### config.mk
export PLATFORM = sky130hd
export DESIGN_NAME = imem_boot_ctrl_flat
export DESIGN_NICKNAME = d
export VERILOG_FILES = /design/src/rtl/imem_boot_ctrl_pkg.sv /design/src/rtl/imem_boot_ctrl_if.sv /design/src/rtl/imem_csum.sv /design/src/rtl/imem_boot_ctrl.sv /design/src/flat_wrapper.sv
export SDC_FILE = /design/constraint.sdc
export NUM_CORES = 1
export LEC_CHECK = 0
export BUFFER_PORTS_ARGS = -buffer_cell sky130_fd_sc_hd__clkbuf_2
export CAP_MARGIN = 0
export CORE_ASPECT_RATIO = 0.6
export CORE_UTILIZATION = 36
export CTS_CLUSTER_SIZE = 24
export DETAILED_ROUTE_END_ITERATION = 10
export GPL_TIMING_DRIVEN = 0
export MAX_ROUTING_LAYER = met4
export PLACE_DENSITY = 0.84
export SLEW_MARGIN = 20
export SYNTH_ARGS = -nofsm -noshare
export SYNTH_HDL_FRONTEND = slang
export SYNTH_SLANG_ARGS = --single-unit
### constraint.sdc
create_clock -name clk -period 6.9 [get_ports clk]
set_input_delay 1.035 -clock clk [delete_from_list [all_inputs] [get_ports clk]]
set_output_delay 1.035 -clock clk [all_outputs]
set_load 0.005 [all_outputs]
### src/rtl/imem_boot_ctrl_pkg.sv
// Shared configuration for the instruction-memory boot controller:
// FSM state encoding, the NOP instruction word and the default geometry.
// Optional feature macro: IMEM_LOAD_CHECKSUM_EN (trailing checksum word).
package imem_boot_ctrl_pkg;

  localparam int DEPTH_DEF = 64;
  localparam int AW_DEF    = 6;

  // addi x0, x0, 0 -- what the CPU sees whenever it must not execute RAM data
  localparam logic [31:0] NOP = 32'h0000_0013;

  typedef enum logic [2:0] {
    ST_RUN     = 3'd0,
    ST_LOAD    = 3'd1,
    ST_CHECK   = 3'd2,
    ST_RESTART = 3'd3,
    ST_FAIL    = 3'd4
  } state_t;

  // A fetch address is usable only if word aligned and inside the RAM window.
  function automatic logic pc_in_range(input logic [31:0] pc, input int aw);
    return (pc[1:0] == 2'b00) && ((pc >> (aw + 2)) == 32'd0);
  endfunction

endpackage

### src/rtl/imem_boot_ctrl_if.sv
// Loader word stream. valid/ready semantics: a word moves on every rising
// clock edge where ld_valid && ld_ready; the master holds ld_data stable while
// ld_valid is high, and ld_ready may be driven without looking at ld_valid.
interface imem_boot_ctrl_if;
  logic        ld_valid;
  logic        ld_ready;
  logic [31:0] ld_data;

  modport master (output ld_valid, output ld_data, input ld_ready);
  modport slave  (input ld_valid, input ld_data, output ld_ready);
endinterface

### src/rtl/imem_csum.sv
// 32-bit wrapping sum of loaded words; only built with IMEM_LOAD_CHECKSUM_EN.
module imem_csum (
  input  logic        clk,
  input  logic        rst_n,
  input  logic        clr,
  input  logic        en,
  input  logic [31:0] din,
  output logic [31:0] sum
);

  // Accumulator: clear at load start, add each accepted data word.
  always_ff @(posedge clk or negedge rst_n) begin
    if (!rst_n)   sum <= 32'd0;
    else if (clr) sum <= 32'd0;
    else if (en)  sum <= sum + din;
  end

endmodule

### src/rtl/imem_boot_ctrl.sv
// Instruction-memory boot controller: serves CPU fetches from RAM in RUN,
// streams a program into RAM on request, then pulses cpu_restart.
// Optional feature macro: IMEM_LOAD_CHECKSUM_EN adds CHECK/FAIL states and a
// trailing checksum word that must match the wrapping sum of the data words.
module imem_boot_ctrl
  import imem_boot_ctrl_pkg::*;
#(
  parameter int DEPTH = DEPTH_DEF,
  parameter int AW    = AW_DEF
) (
  input  logic                 clk,
  input  logic                 rst_n,
  input  logic                 load_req,
  input  logic [AW:0]          load_len,
  imem_boot_ctrl_if.slave      ld,
  input  logic [31:0]          cpu_pc,
  output logic [31:0]          cpu_instr,
  output logic                 cpu_stall,
  output logic                 cpu_restart,
  output logic                 mem_we,
  output logic [AW-1:0]        mem_addr,
  output logic [31:0]          mem_wdata,
  input  logic [31:0]          mem_rdata,
  output logic                 busy,
  output logic                 err,
  output state_t               dbg_state
);

  localparam logic [AW:0] DEPTH_L = (AW+1)'(DEPTH);
  localparam logic [AW:0] ONE_L   = (AW+1)'(1);

  state_t        state, next_state;
  logic [AW-1:0] cnt;
  logic [AW:0]   len;
  logic          err_q;
  logic          start_load, cnt_inc, err_set;
  logic          len_ok, last_word, can_start;

  assign len_ok    = (load_len != '0) && (load_len <= DEPTH_L);
  // Counter stops on the last word instead of stepping past it.
  assign last_word = ({1'b0, cnt} == (len - ONE_L));
  assign err       = err_q;
  assign dbg_state = state;

`ifdef IMEM_LOAD_CHECKSUM_EN
  logic [31:0] sum;

  assign can_start = (state == ST_RUN) || (state == ST_FAIL);

  imem_csum u_csum (
    .clk   (clk),
    .rst_n (rst_n),
    .clr   (start_load),
    .en    ((state == ST_LOAD) && ld.ld_valid),
    .din   (ld.ld_data),
    .sum   (sum)
  );
`else
  assign can_start = (state == ST_RUN);
`endif

  // State register.
  always_ff @(posedge clk or negedge rst_n) begin
    if (!rst_n) state <= ST_RUN;
    else        state <= next_state;
  end

  // Load length, word counter and sticky error flag.
  always_ff @(posedge clk or negedge rst_n) begin
    if (!rst_n) begin
      cnt   <= '0;
      len   <= '0;
      err_q <= 1'b0;
    end else begin
      if (start_load) begin
        cnt <= '0;
        len <= load_len;
      end else if (cnt_inc) begin
        cnt <= cnt + AW'(1);
      end
      if (err_set) err_q <= 1'b1;
    end
  end

  // Next state and all outputs; stalled/busy unless explicitly in RUN.
  always_comb begin
    next_state  = state;
    cpu_instr   = NOP;
    cpu_stall   = 1'b1;
    busy        = 1'b1;
    cpu_restart = 1'b0;
    ld.ld_ready = 1'b0;
    mem_we      = 1'b0;
    mem_addr    = cnt;
    mem_wdata   = ld.ld_data;
    start_load  = 1'b0;
    cnt_inc     = 1'b0;
    err_set     = 1'b0;

    case (state)
      ST_RUN: begin
        cpu_stall = 1'b0;
        busy      = 1'b0;
        mem_addr  = cpu_pc[AW+1:2];
        if (pc_in_range(cpu_pc, AW)) cpu_instr = mem_rdata;
        else                         err_set   = 1'b1;
      end
      ST_LOAD: begin
        ld.ld_ready = 1'b1;
        if (ld.ld_valid) begin
          mem_we = 1'b1;
          if (last_word) begin
`ifdef IMEM_LOAD_CHECKSUM_EN
            next_state = ST_CHECK;
`else
            next_state = ST_RESTART;
`endif
          end else begin
            cnt_inc = 1'b1;
          end
        end
      end
`ifdef IMEM_LOAD_CHECKSUM_EN
      ST_CHECK: begin
        ld.ld_ready = 1'b1;
        if (ld.ld_valid) begin
          if (ld.ld_data == sum) begin
            next_state = ST_RESTART;
          end else begin
            err_set    = 1'b1;
            next_state = ST_FAIL;
          end
        end
      end
      ST_FAIL: begin
        next_state = ST_FAIL;
      end
`endif
      ST_RESTART: begin
        cpu_restart = 1'b1;
        next_state  = ST_RUN;
      end
      default: next_state = ST_RUN;
    endcase

    // A new load may begin from RUN (and from FAIL when checksums exist).
    if (can_start && load_req) begin
      if (len_ok) begin
        start_load = 1'b1;
        next_state = ST_LOAD;
      end else begin
        err_set = 1'b1;
      end
    end
  end

endmodule
### src/flat_wrapper.sv
// flat-port wrapper written by rule: the top's interface ports become plain ports
module imem_boot_ctrl_flat import imem_boot_ctrl_pkg::*;
#(
  parameter int DEPTH = DEPTH_DEF,
  parameter int AW    = AW_DEF
)
  (clk, rst_n, load_req, load_len, cpu_pc, cpu_instr, cpu_stall, cpu_restart, mem_we, mem_addr, mem_wdata, mem_rdata, busy, err, dbg_state, ld_ld_valid, ld_ld_data, ld_ld_ready);
  imem_boot_ctrl_if ld_i ();
  input  logic clk;
  input  logic rst_n;
  input  logic load_req;
  input  logic [AW:0] load_len;
  input  logic [31:0] cpu_pc;
  output logic [31:0] cpu_instr;
  output logic cpu_stall;
  output logic cpu_restart;
  output logic mem_we;
  output logic [AW-1:0] mem_addr;
  output logic [31:0] mem_wdata;
  input  logic [31:0] mem_rdata;
  output logic busy;
  output logic err;
  output state_t dbg_state;
  input wire logic [$bits(ld_i.ld_valid)-1:0] ld_ld_valid;
  input wire logic [$bits(ld_i.ld_data)-1:0] ld_ld_data;
  output wire logic [$bits(ld_i.ld_ready)-1:0] ld_ld_ready;
  assign ld_i.ld_valid = ld_ld_valid;
  assign ld_i.ld_data = ld_ld_data;
  assign ld_ld_ready = ld_i.ld_ready;
  imem_boot_ctrl #(.DEPTH(DEPTH), .AW(AW)) u_core (.clk(clk), .rst_n(rst_n), .load_req(load_req), .load_len(load_len), .ld(ld_i), .cpu_pc(cpu_pc), .cpu_instr(cpu_instr), .cpu_stall(cpu_stall), .cpu_restart(cpu_restart), .mem_we(mem_we), .mem_addr(mem_addr), .mem_wdata(mem_wdata), .mem_rdata(mem_rdata), .busy(busy), .err(err), .dbg_state(dbg_state));
endmodule
### Word-level counts from Yosys, hierarchy flattened

Index checks and enable logic that the tools add are counted.
W data, S select, Z words.

| word-level totals | value |
|---|---|
| bits of input ports | 107 |
| flip-flop bits (word level) | 17 |

| cells by class | value |
|---|---|
| magnitude comparators | 1 |
| reduce and logical (&&, ||, !) cells | 8 |
| multiplexer cells | 24 |
| eq/ne operators | 3 |
| add/subtract/negate cells | 2 |

Operators with widths:

| operator | count |
|---|---|
| $mux W32 | 2 |
| $logic_not A32 Y1 | 1 |
| $mux W6 | 3 |
| $mux W1 | 14 |
| $mux W3 | 4 |
| $eq A6 B7 Y1 | 1 |
| $le A7 B7 Y1 const B | 1 |
| $reduce_bool A7 Y1 | 1 |
| $sub A7 B1 Y7 const B | 1 |
| $add A6 B1 Y6 const B | 1 |
| $pmux W3 S2 | 1 |
| $eq A3 B1 Y1 const B | 1 |
| $eq A3 B2 Y1 const B | 1 |
| $logic_and A1 B1 Y1 | 3 |
| $logic_not A3 Y1 | 1 |
| $logic_not A2 Y1 | 1 |
| $reduce_bool A2 Y1 | 1 |

### Depth between registers and ports, before layout

| logic depth | value |
|---|---|
| word-level depth | 7 |
| depth in mapped cells | 9 |
| mapped depth without buffers | 8 |

### Least setup slack after synthesis

OpenSTA, ideal clock, no wires.

| timing | value |
|---|---|
| kind | input -> output |
| start | input cpu_pc[1] |
| end | output cpu_instr[10] |
| data required time | 5865 ps |
| data arrival time | 2173 ps |
| setup slack | 3692 ps |
| stages on the path | 5 |
| cells stage by stage | nor4_1 > nand4_1 > nor3_1 > clkbuf_1 > and2_1 |

| on the way | value |
|---|---|
| cells in the longest elaborated chain, start to end | 4 |

RTL lines:

| element | line | RTL |
|---|---|---|
| start: declaration | flat_wrapper.sv:13 | `input logic [31:0] cpu_pc;` |
| $logic_not A2 Y1 | imem_boot_ctrl_pkg.sv:22 | `return (pc[1:0] == 2'b00) && ((pc >> (aw + 2)) == 32'd0);` |
| $logic_and A1 B1 Y1 | imem_boot_ctrl_pkg.sv:22 |  |
| $mux W32 | imem_boot_ctrl.sv:105 | `if (pc_in_range(cpu_pc, AW)) cpu_instr = mem_rdata;` |
| $mux W32 | imem_boot_ctrl.sv:100 | `case (state)` |
| end: declaration | flat_wrapper.sv:14 | `output logic [31:0] cpu_instr;` |

Every way passes these cells.

### Final worst setup path

| timing | value |
|---|---|
| start | register u_core.state[1] (netlist: u_core.dbg_state[1]) |
| end | output cpu_instr[25] |

| on the way | value |
|---|---|
| cells in the longest elaborated chain, start to end | 2 |

RTL lines:

| element | line | RTL |
|---|---|---|
| start: declaration | imem_boot_ctrl.sv:32 | `state_t state, next_state;` |
| start signal: assignment | imem_boot_ctrl.sv:65 | `else state <= next_state;` |
| $logic_not A3 Y1 | imem_boot_ctrl.sv:100 |  |
| $mux W32 | imem_boot_ctrl.sv:100 |  |

Every way passes these cells.

==> results.ini <==
[floorplan]
die-area_sq_um = 4710
ios = 186
start_util_pct = 38.3
die_w_um = 87.9
core-area_sq_um = 4170
rows = 18
dieHeight_um = 53.5

[clock_network]
cts_setup_buffers = 0
insertion_delay_ps = 250
cts_buffer_depth = 2
htree_levels = 1
cts_tree = yes
clkSinkCount = 17
clk_pin_slew_ps = 70
cts_buffers = 3
ctsHoldBuffers = 0
cts_resized = 0
cts_root_buf = clkbuf_8

[setup_path]
startpoint = u_core.dbg_state[1]$_DFF_PN0_
critPathMaxFanout = 10
regToRegStartpoint = u_core.len[0]$_DFFE_PN0P_
slowest_delay_ps = 730
reg2reg_depth = 9
path_class = register to output pin
critical_path.endpoint = cpu_instr[25]
slowest_stage = nor3_1
worst_path_most_repeated_cell = nor3_1
end_kind = output pin
startpoint_type = register
r2r-end = u_core.cnt[2]$_DFFE_PN0P_
cp_cell_sequence = nor3_1, inv_1, nor3_1, clkbuf_1, and2_1, clkbuf_2
rrSetupSlack_ps = 4540
crit_arrival_ps = 2830
required_ps = 5860

[drt]
vias_per_cell = 4.38
drt-pass1-iter-count = 4
avgRoutedWirePerCell_um = 12.6
vias = 1779
wirelength_mm = 5.10
detail-route-antenna-nets = 0
drc = 0
dr.first_iter.drc_count = 50

[grt]
grt_use_total_pct = 19.8
antenna_found_initial = 0
first_global_vias = 1425
grt_max_degree = 18
grt_pass1_wl_mm = 6.69
overflow = 0

[logic_synthesis]
syn_inst = 189
synth_fp_nets = 298
synth_seq_area_share_pct = 26.7
syn_area_per_cell_sq_um = 8.43
syn-cell-area_sq_um = 1590
yosys.area_share.xor_xnor_pct = 5.57
synth_top_family_by_area = simple AND/OR/NAND/NOR gates
synth-seq-cells = 17
synthAdderAreaFrac_pct = 1.57
ys_top_cells_by_area = dfrtp_1 (27%), buf_4 (16%), and2_1 (11%), mux2_2 (4.2%), nand2_1 (3.3%)
yosys.area.top_type = dfrtp_1
yosys_warnings = 0
synth_edf_count = 0
synth_simple_gate_area_share_pct = 30.3
ys_dominant_reg_cell = dfrtp_1
synth_top_area_share_pct = 26.7
async_reset_ff_share_pct = 100
synth-compound-area-share_pct = 10.6
ys_types = 42
synth.mux.area_fraction_pct = 4.87

[placed_design]
port-buffer-count = 153
dp_hpwl_mm = 4.43
place_congestion = 0.877
placedInstanceArea_sq_um = 2430

[timing]
setup_tns_ps = 0
max_freq_mhz = 258
report.final.slew_viol_count = 0
grt_setup_unrepaired = false
period_share_pct = 56.1
period_needed_ps = 3870
slew_headroom_pct = 41.1
timing_hold_violations_final = 0
tightest_slew_ps = 876
setup_viol = 0
clock_skew_ps = 2.02

[job]
maxCapViolations = 0

[status]
status = completed

[pwr]
ir_drop_v = 0.000165
power_leakage_nw = 1.39
powerDensity_nw_per_um2 = 146

[finish]
final_nets = 456
areaGrowthSynthToFinish_pct = 55.6
drive_above_1_share_pct = 59.2
final_area_sq_um = 2480
diodes = 0

[worst_hold_path]
hp-class = register to register

-- cells in the mapped netlist (all sizes together) (2+ instances only) --
| cell | count |
|---|---|
| buf | 34 |
| and2 | 29 |
| dfrtp | 17 |
| nand2 | 14 |
| o21ai | 10 |
| inv | 9 |
| nor2 | 9 |
| mux2 | 6 |
| nor3 | 6 |
| nor4 | 6 |
| a31o | 5 |
| clkbuf | 5 |
| xnor2 | 5 |
| a211oi | 3 |
| nand2b | 3 |
| nand4 | 3 |
| nor3b | 3 |
| or4 | 3 |
| ha | 2 |
| xor2 | 2 |
-- flip-flops by register name, indices dropped and copies added, names as in the netlist --
signal and cells:
u_core.dbg_state 3, u_core.len 7, u_core.err 1, u_core.cnt 6
-- through the flow --
stage | worst slack (ps) | power [mW] | std cells | util [%] | hold slack (ps)
CTS | 3050 | 0.365 | 406 | 59.5 | 471
global route | 2830 | 0.388 | 406 | 59.5 | 488
floorplan | 3690 | 0.229 | 189 | - | 451
detailed placement | 3110 | 0.289 | 402 | 58.4 | 452
global placement | 3160 | 0.282 | 402 | 58.4 | 444
finish | 3030 | 0.362 | 406 | 59.5 | 462
-- logic make-up (layout without fill, tap and decap cells) --
family          after synthesis  after routing
compound gates               24             24
xor+xnor                      8              8
fa+ha+maj                     2              2
buf+inv                      48            205
flops                        17             17
mux                           7              7
other cells                   1              1
simple gates                 82             82
-- worst max-delay path: cells and delay by family (launching register included) --
kind | cells | cell delay, ps
DFF | 1 | 400
buffers and inverters | 3 | 660
and+or+nand+nor | 3 | 1500
-- layer usage --
metal / track usage, % / up-vias / part of all wire [%]
met5: - / - / 0
met4: 1.64 / 0 / 0.51
met3: 3.99 / 4 / 6.4
met2: 32.6 / 65 / 49
met1: 26.5 / 791 / 44
li1: - / 919 / -
-- worst min-delay path by stage --
stage | start | to | slack, ps | depth (start not counted)
detailed placement | u_core.err$_DFFE_PN0P_ | u_core.err$_DFFE_PN0P_ | 450 | 1
floorplan | u_core.err$_DFFE_PN0P_ | u_core.err$_DFFE_PN0P_ | 450 | 1
finish | u_core.err$_DFFE_PN0P_ | u_core.err$_DFFE_PN0P_ | 460 | 1
CTS | u_core.err$_DFFE_PN0P_ | u_core.err$_DFFE_PN0P_ | 470 | 1
global placement | u_core.err$_DFFE_PN0P_ | u_core.err$_DFFE_PN0P_ | 440 | 1
global route | u_core.err$_DFFE_PN0P_ | u_core.err$_DFFE_PN0P_ | 490 | 1
-- cell type report --
type,count,area [sq um]
buffer,39,288
clock buffer,4,45.0
fill,400,1690
inverter,9,33.8
multi-input combinational,124,847
sequential,17,425
tap,60,75.1
timing repair buffer,153,766
-- cells in the final DEF, fill, tap and decap left out, types with 2 or more instances in the layout --
cell type and count:
a211oi_1 2, a31o_1 4, and2_1 29, buf_4 33, clkbuf_1 5, clkbuf_2 153, clkbuf_8 4, dfrtp_1 17
ha_1 2, inv_1 9, mux2_2 6, nand2_1 14, nand2b_1 3, nand4_1 3, nor2_1 8, nor3_1 5
nor3b_1 3, nor4_1 6, o21ai_0 10, or4_1 2, xnor2_1 5, xor2_1 2
-- power breakdown --
group	internal (mW)	total, mW	leakage (nW)	switching (mW)
Combinational	0.0876	0.147	1.16	0.0593
Sequential	0.117	0.140	0.211	0.0232
Clock	0.0410	0.0754	0.0228	0.0344
Note: power is estimated with default switching activity, not from simulation.
